$ cat src/rtl/mcu_pkg.sv
// Shared encodings for the handshaked multi-cycle MIPS control unit:
// state numbering, opcode/funct constants, mux selects and trap causes.
package mcu_pkg;

   typedef enum logic [3:0] {
      S_FETCH   = 4'd0,
      S_DECODE  = 4'd1,
      S_MEMADR  = 4'd2,
      S_MEMRD   = 4'd3,
      S_MEMWB   = 4'd4,
      S_MEMWR   = 4'd5,
      S_EXEC    = 4'd6,
      S_RWB     = 4'd7,
      S_BRANCH  = 4'd8,
      S_JUMP    = 4'd9,
      S_SHEXEC  = 4'd10,
      S_MDSTART = 4'd11,
      S_MDWAIT  = 4'd12,
      S_JR      = 4'd13,
      S_JAL     = 4'd14,
      S_TRAP    = 4'd15
   } state_t;

   localparam logic [5:0] OP_RTYPE  = 6'b000000;
   localparam logic [5:0] OP_REGIMM = 6'b000001;
   localparam logic [5:0] OP_J      = 6'b000010;
   localparam logic [5:0] OP_JAL    = 6'b000011;
   localparam logic [5:0] OP_BEQ    = 6'b000100;
   localparam logic [5:0] OP_BNE    = 6'b000101;
   localparam logic [5:0] OP_BLEZ   = 6'b000110;
   localparam logic [5:0] OP_BGTZ   = 6'b000111;
   localparam logic [5:0] OP_LW     = 6'b100011;
   localparam logic [5:0] OP_SW     = 6'b101011;
   localparam logic [5:0] FN_JR     = 6'b001000;

   localparam logic [1:0] SRCA_PC    = 2'b00;
   localparam logic [1:0] SRCA_A     = 2'b01;
   localparam logic [1:0] SRCA_SHAMT = 2'b10;

   localparam logic [2:0] SRCB_B      = 3'b000;
   localparam logic [2:0] SRCB_FOUR   = 3'b001;
   localparam logic [2:0] SRCB_IMM    = 3'b010;
   localparam logic [2:0] SRCB_IMM_SH = 3'b011;
   localparam logic [2:0] SRCB_ZERO   = 3'b100;

   localparam logic [1:0] PC_ALU    = 2'b00;
   localparam logic [1:0] PC_ALUOUT = 2'b01;
   localparam logic [1:0] PC_JUMP   = 2'b10;
   localparam logic [1:0] PC_A      = 2'b11;

   localparam logic [1:0] RD_RT  = 2'b00;
   localparam logic [1:0] RD_RD  = 2'b01;
   localparam logic [1:0] RD_R31 = 2'b10;

   localparam logic [1:0] ALU_ADD = 2'b00;
   localparam logic [1:0] ALU_BR  = 2'b01;
   localparam logic [1:0] ALU_FN  = 2'b10;

   localparam logic [1:0] CAUSE_NONE    = 2'b00;
   localparam logic [1:0] CAUSE_ILLEGAL = 2'b01;
   localparam logic [1:0] CAUSE_BUS     = 2'b10;
   localparam logic [1:0] CAUSE_MD      = 2'b11;

   // Variable shifts (0001xx) take their amount from rs, so they go through EXEC
   // rather than the shamt path used by the other 000xxx functs.
   function automatic state_t decode_next(input logic [5:0] op, input logic [5:0] fn,
                                          input logic muldiv_en);
      state_t ns;
      ns = S_TRAP;
      case (op)
         OP_LW, OP_SW: ns = S_MEMADR;
         OP_RTYPE: begin
            if (fn[5:2] == 4'b0001)      ns = S_EXEC;
            else if (fn[5:3] == 3'b000)  ns = S_SHEXEC;
            else if (fn == FN_JR)        ns = S_JR;
            else if (fn[5:4] == 2'b10)   ns = S_EXEC;
            else if (fn[5:3] == 3'b011)  ns = muldiv_en ? S_MDSTART : S_TRAP;
         end
         OP_J:   ns = S_JUMP;
         OP_JAL: ns = S_JAL;
         OP_BEQ, OP_BNE, OP_REGIMM, OP_BLEZ, OP_BGTZ: ns = S_BRANCH;
         default: ns = S_TRAP;
      endcase
      return ns;
   endfunction

endpackage

$ cat src/rtl/mcu_watchdog.sv
// Handshake watchdog: counts stalled cycles in memory and mult/div wait
// states and flags the cycle in which the stall limit is reached.
module mcu_watchdog
   import mcu_pkg::*;
#(
   parameter int MEM_TIMEOUT = 16,
   parameter int MD_TIMEOUT  = 64
) (
   input  logic   clk,
   input  logic   rst_n,
   input  logic   active,
   input  state_t state,
   input  logic   mem_ready,
   input  logic   md_done,
   output logic   mem_timeout,
   output logic   md_timeout
);

   localparam int MAX_TO = (MEM_TIMEOUT > MD_TIMEOUT) ? MEM_TIMEOUT : MD_TIMEOUT;
   localparam int WC_W   = $clog2(MAX_TO);

   logic [WC_W-1:0] wait_cnt;
   logic            mem_wait;
   logic            md_wait;

   assign mem_wait = active && !mem_ready &&
                     (state == S_FETCH || state == S_MEMRD || state == S_MEMWR);
   assign md_wait  = active && !md_done && (state == S_MDWAIT);

   assign mem_timeout = mem_wait && (wait_cnt == WC_W'(MEM_TIMEOUT - 1));
   assign md_timeout  = md_wait  && (wait_cnt == WC_W'(MD_TIMEOUT - 1));

   // Every non-stalled cycle either leaves the state or sits in TRAP, so
   // clearing here is the same as clearing on each state change.
   always_ff @(posedge clk or negedge rst_n) begin
      if (!rst_n)
         wait_cnt <= '0;
      else if ((mem_wait && !mem_timeout) || (md_wait && !md_timeout))
         wait_cnt <= wait_cnt + 1'b1;
      else
         wait_cnt <= '0;
   end

endmodule

$ cat src/rtl/mcu_fsm_hs.sv
// Registered multi-cycle MIPS control unit with memory and mult/div
// handshakes, stall watchdog, illegal-instruction trap and retire counter.
module mcu_fsm_hs
   import mcu_pkg::*;
#(
   parameter int MEM_TIMEOUT = 16,
   parameter int MD_TIMEOUT  = 64,
   parameter int MULDIV_EN   = 1,
   parameter int CNT_W       = 32
) (
   input  logic             clk,
   input  logic             rst_n,
   input  logic [5:0]       op_code,
   input  logic [4:0]       b_code,
   input  logic [5:0]       funct,
   input  logic             mem_ready,
   input  logic             md_done,
   output logic             iord,
   output logic             ir_write,
   output logic             pc_write,
   output logic             reg_write,
   output logic             hilo_write,
   output logic             mem_to_reg,
   output logic             mem_read,
   output logic             mem_write,
   output logic             md_start,
   output logic [5:0]       branch,
   output logic [1:0]       reg_dst,
   output logic [1:0]       alu_src_a,
   output logic [2:0]       alu_src_b,
   output logic [1:0]       pc_src,
   output logic [1:0]       alu_op,
   output logic [3:0]       state,
   output logic             trap,
   output logic [1:0]       trap_cause,
   output logic             instr_done,
   output logic [CNT_W-1:0] retire_cnt
);

   state_t     state_q, state_d;
   logic       active;
   logic       trap_q;
   logic [1:0] cause_q, cause_d;
   logic       retire;
   logic       mem_to, md_to;

   mcu_watchdog #(
      .MEM_TIMEOUT (MEM_TIMEOUT),
      .MD_TIMEOUT  (MD_TIMEOUT)
   ) u_watchdog (
      .clk         (clk),
      .rst_n       (rst_n),
      .active      (active),
      .state       (state_q),
      .mem_ready   (mem_ready),
      .md_done     (md_done),
      .mem_timeout (mem_to),
      .md_timeout  (md_to)
   );

   always_ff @(posedge clk or negedge rst_n) begin
      if (!rst_n) begin
         state_q    <= S_FETCH;
         active     <= 1'b0;
         trap_q     <= 1'b0;
         cause_q    <= CAUSE_NONE;
         retire_cnt <= '0;
      end else begin
         active  <= 1'b1;
         state_q <= state_d;
         if (state_d == S_TRAP && state_q != S_TRAP) begin
            trap_q  <= 1'b1;
            cause_q <= cause_d;
         end
         if (retire)
            retire_cnt <= retire_cnt + 1'b1;
      end
   end

   always_comb begin
      iord       = 1'b0;
      ir_write   = 1'b0;
      pc_write   = 1'b0;
      reg_write  = 1'b0;
      hilo_write = 1'b0;
      mem_to_reg = 1'b0;
      mem_read   = 1'b0;
      mem_write  = 1'b0;
      md_start   = 1'b0;
      branch     = 6'b000000;
      reg_dst    = RD_RT;
      alu_src_a  = SRCA_PC;
      alu_src_b  = SRCB_B;
      pc_src     = PC_ALU;
      alu_op     = ALU_ADD;
      retire     = 1'b0;
      cause_d    = CAUSE_NONE;
      state_d    = state_q;

      // Outputs stay quiet and the state holds until the first edge after reset.
      if (active) begin
         case (state_q)
            S_FETCH: begin
               mem_read  = 1'b1;
               alu_src_b = SRCB_FOUR;
               ir_write  = mem_ready;
               pc_write  = mem_ready;
               if (mem_ready)   state_d = S_DECODE;
               else if (mem_to) begin state_d = S_TRAP; cause_d = CAUSE_BUS; end
            end
            S_DECODE: begin
               alu_src_b = SRCB_IMM_SH;
               state_d   = decode_next(op_code, funct, MULDIV_EN != 0);
               cause_d   = CAUSE_ILLEGAL;
            end
            S_MEMADR: begin
               alu_src_a = SRCA_A;
               alu_src_b = SRCB_IMM;
               state_d   = (op_code == OP_LW) ? S_MEMRD : S_MEMWR;
            end
            S_MEMRD: begin
               iord     = 1'b1;
               mem_read = 1'b1;
               if (mem_ready)   state_d = S_MEMWB;
               else if (mem_to) begin state_d = S_TRAP; cause_d = CAUSE_BUS; end
            end
            S_MEMWB: begin
               reg_write  = 1'b1;
               mem_to_reg = 1'b1;
               reg_dst    = RD_RT;
               retire     = 1'b1;
            end
            S_MEMWR: begin
               iord      = 1'b1;
               mem_write = 1'b1;
               if (mem_ready)   retire = 1'b1;
               else if (mem_to) begin state_d = S_TRAP; cause_d = CAUSE_BUS; end
            end
            S_EXEC: begin
               alu_src_a = SRCA_A;
               alu_op    = ALU_FN;
               state_d   = S_RWB;
            end
            S_SHEXEC: begin
               alu_src_a = SRCA_SHAMT;
               alu_op    = ALU_FN;
               state_d   = S_RWB;
            end
            S_RWB: begin
               reg_write = 1'b1;
               reg_dst   = RD_RD;
               retire    = 1'b1;
            end
            S_BRANCH: begin
               alu_src_a = SRCA_A;
               alu_op    = ALU_BR;
               pc_src    = PC_ALUOUT;
               alu_src_b = (op_code == OP_BEQ || op_code == OP_BNE) ? SRCB_B : SRCB_ZERO;
               case (op_code)
                  OP_BEQ:    branch = 6'b100000;
                  OP_BNE:    branch = 6'b010000;
                  OP_REGIMM: branch = b_code[0] ? 6'b001000 : 6'b000001;
                  OP_BGTZ:   branch = 6'b000100;
                  OP_BLEZ:   branch = 6'b000010;
                  default:   branch = 6'b000000;
               endcase
               retire = 1'b1;
            end
            S_JUMP: begin
               pc_write = 1'b1;
               pc_src   = PC_JUMP;
               retire   = 1'b1;
            end
            S_JR: begin
               pc_write = 1'b1;
               pc_src   = PC_A;
               retire   = 1'b1;
            end
            S_JAL: begin
               pc_write  = 1'b1;
               pc_src    = PC_JUMP;
               reg_write = 1'b1;
               reg_dst   = RD_R31;
               retire    = 1'b1;
            end
            S_MDSTART: begin
               alu_src_a = SRCA_A;
               alu_op    = ALU_FN;
               md_start  = 1'b1;
               state_d   = S_MDWAIT;
            end
            S_MDWAIT: begin
               alu_op = ALU_FN;
               if (md_done) begin
                  hilo_write = 1'b1;
                  retire     = 1'b1;
               end else if (md_to) begin
                  state_d = S_TRAP;
                  cause_d = CAUSE_MD;
               end
            end
            S_TRAP: state_d = S_TRAP;
         endcase
      end

      if (retire) state_d = S_FETCH;
   end

   assign instr_done = retire;
   assign state      = state_q;
   assign trap       = trap_q;
   assign trap_cause = cause_q;

endmodule

$ cat config.mk
export PLATFORM = sky130hd
export DESIGN_NAME = mcu_fsm_hs
export DESIGN_NICKNAME = d
export VERILOG_FILES = /design/src/rtl/mcu_pkg.sv /design/src/rtl/mcu_watchdog.sv /design/src/rtl/mcu_fsm_hs.sv
export SDC_FILE = /design/constraint.sdc
export NUM_CORES = 1
export LEC_CHECK = 0
export ABC_AREA = 1
export CAP_MARGIN = 20
export CORE_ASPECT_RATIO = 1.75
export CORE_MARGIN = 1.5
export CORE_UTILIZATION = 44
export DETAILED_ROUTE_END_ITERATION = 6
export PLACE_DENSITY_LB_ADDON = 0.15
export SYNTH_ARGS = -nofsm -noshare
export SYNTH_HDL_FRONTEND = slang
export SYNTH_SLANG_ARGS = --single-unit
$ cat constraint.sdc
create_clock -name clk -period 1.75 [get_ports clk]
set_input_delay 0.35 -clock clk [delete_from_list [all_inputs] [get_ports clk]]
set_output_delay 0.35 -clock clk [all_outputs]
set_load 0.01 [all_outputs]
======== Word-level counts from Yosys, hierarchy flattened ========
Index checks and enable logic that the tools add are counted.
storage, ports and cells
  register bits ........................... 46
  input port bits ......................... 21
cells by class
  add/sub/neg operators ................... 2
  equality and inequality tests ........... 32
  muxes and demuxes ....................... 60
  reduce and logical (&&, ||, !) cells .... 32
operators by type and width
  cell                                                                    count
  4-bit two-way mux                                                       13
  4-bit equality test (second input constant)                             9
  4-bit one-hot mux with 9 select lines                                   1
  32-bit by 1-bit adder with 32-bit output (second input constant)        1
  6-bit one-hot mux with 5 select lines                                   1
  6-bit by 3-bit equality test with 1-bit output (second input constant)  4
  1-bit two-way mux                                                       20
  4-bit one-hot mux with 5 select lines                                   1
  6-bit equality test (second input constant)                             3
  2-bit two-way mux                                                       9
  6-bit two-way mux                                                       3
  4-bit by 3-bit equality test with 1-bit output (second input constant)  4
  6-bit by 2-bit equality test with 1-bit output (second input constant)  2
  6-bit by 4-bit equality test with 1-bit output (second input constant)  2
  3-bit two-way mux                                                       4
  2-bit one-hot mux with 2 select lines                                   3
  2-bit one-hot mux with 3 select lines                                   2
  3-bit one-hot mux with 4 select lines                                   1
  2-bit OR reduction                                                      5
  1-bit logical AND                                                       9
  3-bit OR reduction                                                      3
  4-bit by 1-bit equality test with 1-bit output (second input constant)  2
  4-bit by 2-bit equality test with 1-bit output (second input constant)  2
  4-bit OR reduction                                                      2
  14 further kinds                                                        20

======== Logic depth before layout (Yosys ltp) ========
  depth after elaboration ................. 12
  mapped depth ............................ 16

======== By module ========
A second synthesis with hierarchy kept.
second synthesis, totals
  cells, all modules ...................... 495
  area total of the unflattened synthesis .. 3343.2 µm²
by module, submodules not included
  module        instances  cells each  area an instance (µm²)  seq. area each (µm²)
  mcu_fsm_hs    1          444         2925.3                  1001.0
  mcu_watchdog  1          51          417.9                   150.1

======== Worst setup path before layout ========
Ideal clock, no wire load.
  path type ............................... register -> output
  from .................................... register state_q[3] (netlist: state[3])
  to ...................................... output branch[5]
  data arrival time ....................... 1.631 ns
  data required time ...................... 1.400 ns
  path slack .............................. -0.231 ns
  cell stages (with the launch flop) ...... 7
  buffers on the path ..................... 0
  cell sequence ........................... dfrtp_1 -> inv_1 -> nor2_1 -> nand2_2 -> nor2_1 -> inv_1 -> nor4_1
between the ends
  longest elaborated chain between the ends .. 3
ends and longest elaborated chain
  what                      line               source
  start: declaration        mcu_fsm_hs.sv:40   state_t state_q, state_d;
  start signal: assignment  mcu_fsm_hs.sv:70   state_q <= state_d;
  4-bit equality test       mcu_fsm_hs.sv:102  case (state_q)
  6-bit two-way mux         mcu_fsm_hs.sv:102
  6-bit two-way mux         mcu_fsm_hs.sv:101  if (active) begin
  end: declaration          mcu_fsm_hs.sv:27   output logic [5:0] branch,
Every way passes these cells.

======== Worst setup path after layout ========
  from .................................... register state_q[1] (netlist: state[1])
  to ...................................... register cause_q[0] (netlist: trap_cause[0])
between the ends
  longest elaborated chain between the ends .. 12
ends and longest elaborated chain
  what                                                                                 line                                                     source
  4-bit by 2-bit equality test with 1-bit output or 4-bit logical NOT (tied branches)  mcu_watchdog.sv:27, mcu_fsm_hs.sv:102
  1-bit logical OR (2 in series)                                                       mcu_watchdog.sv:27                                       (state == S_FETCH || state == S_MEMRD || state == S_MEMWR);
  1-bit logical AND                                                                    mcu_watchdog.sv:26                                       assign mem_wait = active && !mem_ready &&
  1-bit logical AND                                                                    mcu_watchdog.sv:30                                       assign mem_timeout = mem_wait && (wait_cnt == WC_W'(MEM_TIMEOUT - 1));
  4-bit two-way mux                                                                    mcu_fsm_hs.sv:109, mcu_fsm_hs.sv:125, mcu_fsm_hs.sv:137
  4-bit two-way mux (on tied branches)                                                 mcu_fsm_hs.sv:136, mcu_fsm_hs.sv:108, mcu_fsm_hs.sv:124
  4-bit one-hot mux with 9 select lines                                                mcu_fsm_hs.sv:102
  4-bit two-way mux                                                                    mcu_fsm_hs.sv:101
  4-bit two-way mux                                                                    mcu_fsm_hs.sv:206                                        if (retire) state_d = S_FETCH;
  4-bit equality test                                                                  mcu_fsm_hs.sv:71                                         if (state_d == S_TRAP && state_q != S_TRAP) begin
  1-bit logical AND                                                                    mcu_fsm_hs.sv:71
  end signal: assignment                                                               mcu_fsm_hs.sv:73                                         cause_q <= cause_d;
  end: declaration                                                                     mcu_fsm_hs.sv:43                                         logic [1:0] cause_q, cause_d;
Several ways; a longest one is shown, not always the timed one.
A chain may end at the register's enable or synchronous reset.

==> flow_summary.ini <==
[floorplanning]
row_count = 41
die-height_um = 116.7
ioPinCount = 87
initial_utilization_pct = 45.28
core-area_um2 = 7182
fp.dieW_um = 67.99
dieArea_um2 = 7936

[clocking]
tritoncts = built
cts.sinks = 46
clkTransAtPathRegs_ps = 60
clk_path_buf_depth = 2
hold_buffers = 0
insertion_delay_ps = 290
h-tree-depth = 2
root_buffer = clkbuf_16
cts_buffers = 5

[grt]
first_global_vias = 4094
gr-total-overflow = 0
grt_pass1_wl_um = 17970
grt_use_met1_pct = 27.27
grt_use_total_pct = 30.33
use_met3_pct = 4.046
met2_usage_pct = 58.38
top_usage_layer = met2
grt_max_degree = 22
antenna_found_initial = 0

[setup_path]
end_kind = register
critPathKind = reg2reg
timing.critical_path.cells = buf_6 -> inv_6 -> nand2_4 -> buf_4 -> nor2_1 -> nor2_2 -> nand3_2 -> nor2_4 -> o21ai_1 -> inv_1 -> nand2_2 -> nor2_4 -> nand2_2 -> nand2_1 -> nand2_1
worst_path_max_delay_cell = dfrtp_2
worstPathMaxFanout = 5
arrival_ps = 2290
required_ps = 1930
cpPeakStageDelay_ps = 490
worst_setup_path_start_kind = register

[synth]
postSynthAreaPerCell_um2 = 6.623
synthesis.area_um2 = 3252
ys_warn_count = 0
synth-seq-cells = 46
ys_seq_area_share_pct = 35.40
synthDistinctLibCells = 32
synth_fp_nets = 514
syn_inst = 491

[route]
drt_wl_total_um = 13010
drt_iter0_drc = 254
vias_per_cell = 5.254
detail-route-antenna-nets = 0
vias = 4182
drc = 0
dr.pass1.iters = 4
routedWlPerCell_um = 16.35

[placed_design]
placedCellCount = 760
hpwl_um = 8797
place_ws_ps = -760.1
port-buffer-count = 82
gp_congestion = 1.067

[sta]
drv_slew = 0
timing.fmax_mhz = 474.5
fin_skew_ps = 3.538
setup_ws_ps = -357.6
holdWs_ps = 16.04
min_period_over_period_pct = 120.4
hold_viol = 0
fin_crit_ps = 2108
rsz0062_at_grt = true
setup_viol_count_final = 61

[layout]
nets = 732
fin_cells = 796
area_growth_pct = 80.42
final_util_pct = 81.69
antennaDiodeCount = 0
drive_gt1_share_pct = 41.55

[job]
maxCapViolations = 0

[power]
powerDensity_nw_per_um2 = 1232
total_power_uw = 7230
p_leak_uw = 0.002967
peakVddDrop_mv = 1.213

[status]
violations = setup timing
outcome = complete, but fails checks

[hold_path]
hold_path_class = in2async
-- Yosys cell counts, drive strengths merged --
library cell	count	area (um^2)
nand2	143	549.3
nor2	93	364.1
inv	66	247.7
dfrtp	46	1151
nand3	35	185.2
xor2	21	183.9
nor3	17	96.35
o21ai	13	65.06
xnor2	13	113.9
nand4	12	75.07
nor4	9	71.32
a21oi	7	35.03
buf	3	22.52
clkbuf	3	11.26
ha	2	25.02
or2	2	12.51
a31oi	1	6.260
a41oi	1	8.760
conb	1	3.750
nor3b	1	7.510
o21a	1	7.510
o32ai	1	8.760
-- worst max-delay path, delay by kind of cell (launching register included) --
kind	cells	cell delay, ps
AND/OR/NAND/NOR	10	1040
AO/OA/AOI/OAI	1	80
buffers and inverters	4	390
flip-flops	1	490
-- layout make-up --
class                   instances  area [um^2]
fillers                       474         1315
repair buffers                217         1876
clock buffers                   8        146.4
flip-flops and latches         46         1156
inverters                      66        272.8
well taps                      86        107.6
multi-input cells             373         2308
-- metal layers --
layer,vias up,share of wire (%)
met3,71,4.3
met2,174,55
met5,-,0
met1,1959,32
li1,1978,-
met4,0,8.6
-- stage by stage --
stage               instance area [um^2]  setup TNS (ps)
finish                              5867          -12680
global route                        5867          -16960
CTS                                 5440           -5889
detailed placement                  4987          -18060
global placement                    4987          -16180
floorplan                           3289               0
-- layout by cell type (no fill, tap or decap), drive strengths merged, types with 2 or more instances in the layout --
| cell type | netlist | routed |
|---|---|---|
| buf | 3 | 159 |
| nand2 | 143 | 143 |
| nor2 | 93 | 93 |
| inv | 66 | 66 |
| dfrtp | 46 | 46 |
| clkdlybuf4s50 | 0 | 45 |
| nand3 | 35 | 35 |
| xor2 | 21 | 21 |
| nor3 | 17 | 17 |
| xnor2 | 13 | 13 |
| o21ai | 13 | 13 |
| nand4 | 12 | 12 |
| nor4 | 9 | 9 |
| clkbuf | 3 | 9 |
| a21oi | 7 | 7 |
| dlygate4sd2 | 0 | 5 |
| clkdlybuf4s15 | 0 | 4 |
| dlymetal6s2s | 0 | 3 |
| ha | 2 | 2 |
| or2 | 2 | 2 |
-- final timing paths --
kind	startpoint	to	slack, ps	depth (start not counted)
max in group asynchronous	rst_n	retire_cnt[31]$_DFFE_PN0P_	1120	2
worst max-delay path	state[1]$_DFF_PN0_	trap_cause[0]$_DFFE_PN0P_	-360	15
worst max register to register	state[1]$_DFF_PN0_	trap_cause[0]$_DFFE_PN0P_	-360	15
worst min-delay path	rst_n	retire_cnt[10]$_DFFE_PN0P_	20	1
worst min register to register	trap$_DFFE_PN0P_	trap$_DFFE_PN0P_	470	2
min in group clk	trap$_DFFE_PN0P_	trap$_DFFE_PN0P_	470	2
-- logic make-up (layout without fill, tap and decap cells) --
kind of cell | after synthesis | count (layout) | share of synthesized area (%)
DFF | 46 | 46 | 35.40
AOI/OAI and AO/OA | 24 | 24 | 4.040
xor gates and xnor gates | 34 | 34 | 9.158
buffers and inverters | 72 | 291 | 8.657
adders and majority gates | 2 | 2 | 0.7694
and+or+nand+nor | 312 | 312 | 41.86
other | 1 | 1 | 0.1153
-- state kept, by name (all words and copies together) (netlist names) --
register / flops
retire_cnt: 32
trap_cause: 2
active: 1
u_watchdog.wait_cnt: 6
trap: 1
state: 4
-- power by group --
group | switching [uW] | leakage, uW | internal (uW) | total [uW]
sequential | 210 | 0.000599 | 1210 | 1420
combinational | 2550 | 0.00230 | 2310 | 4860
clock | 375 | 0.0000712 | 569 | 944
-- what timing repair did --
action	in CTS	in global routing
resized for setup	206	93
gates cloned	0	1
pin swaps	26	34
setup buffers	17	12
setup endpoints to repair	69	73
No activity file was read; power rests on OpenSTA's default activity.
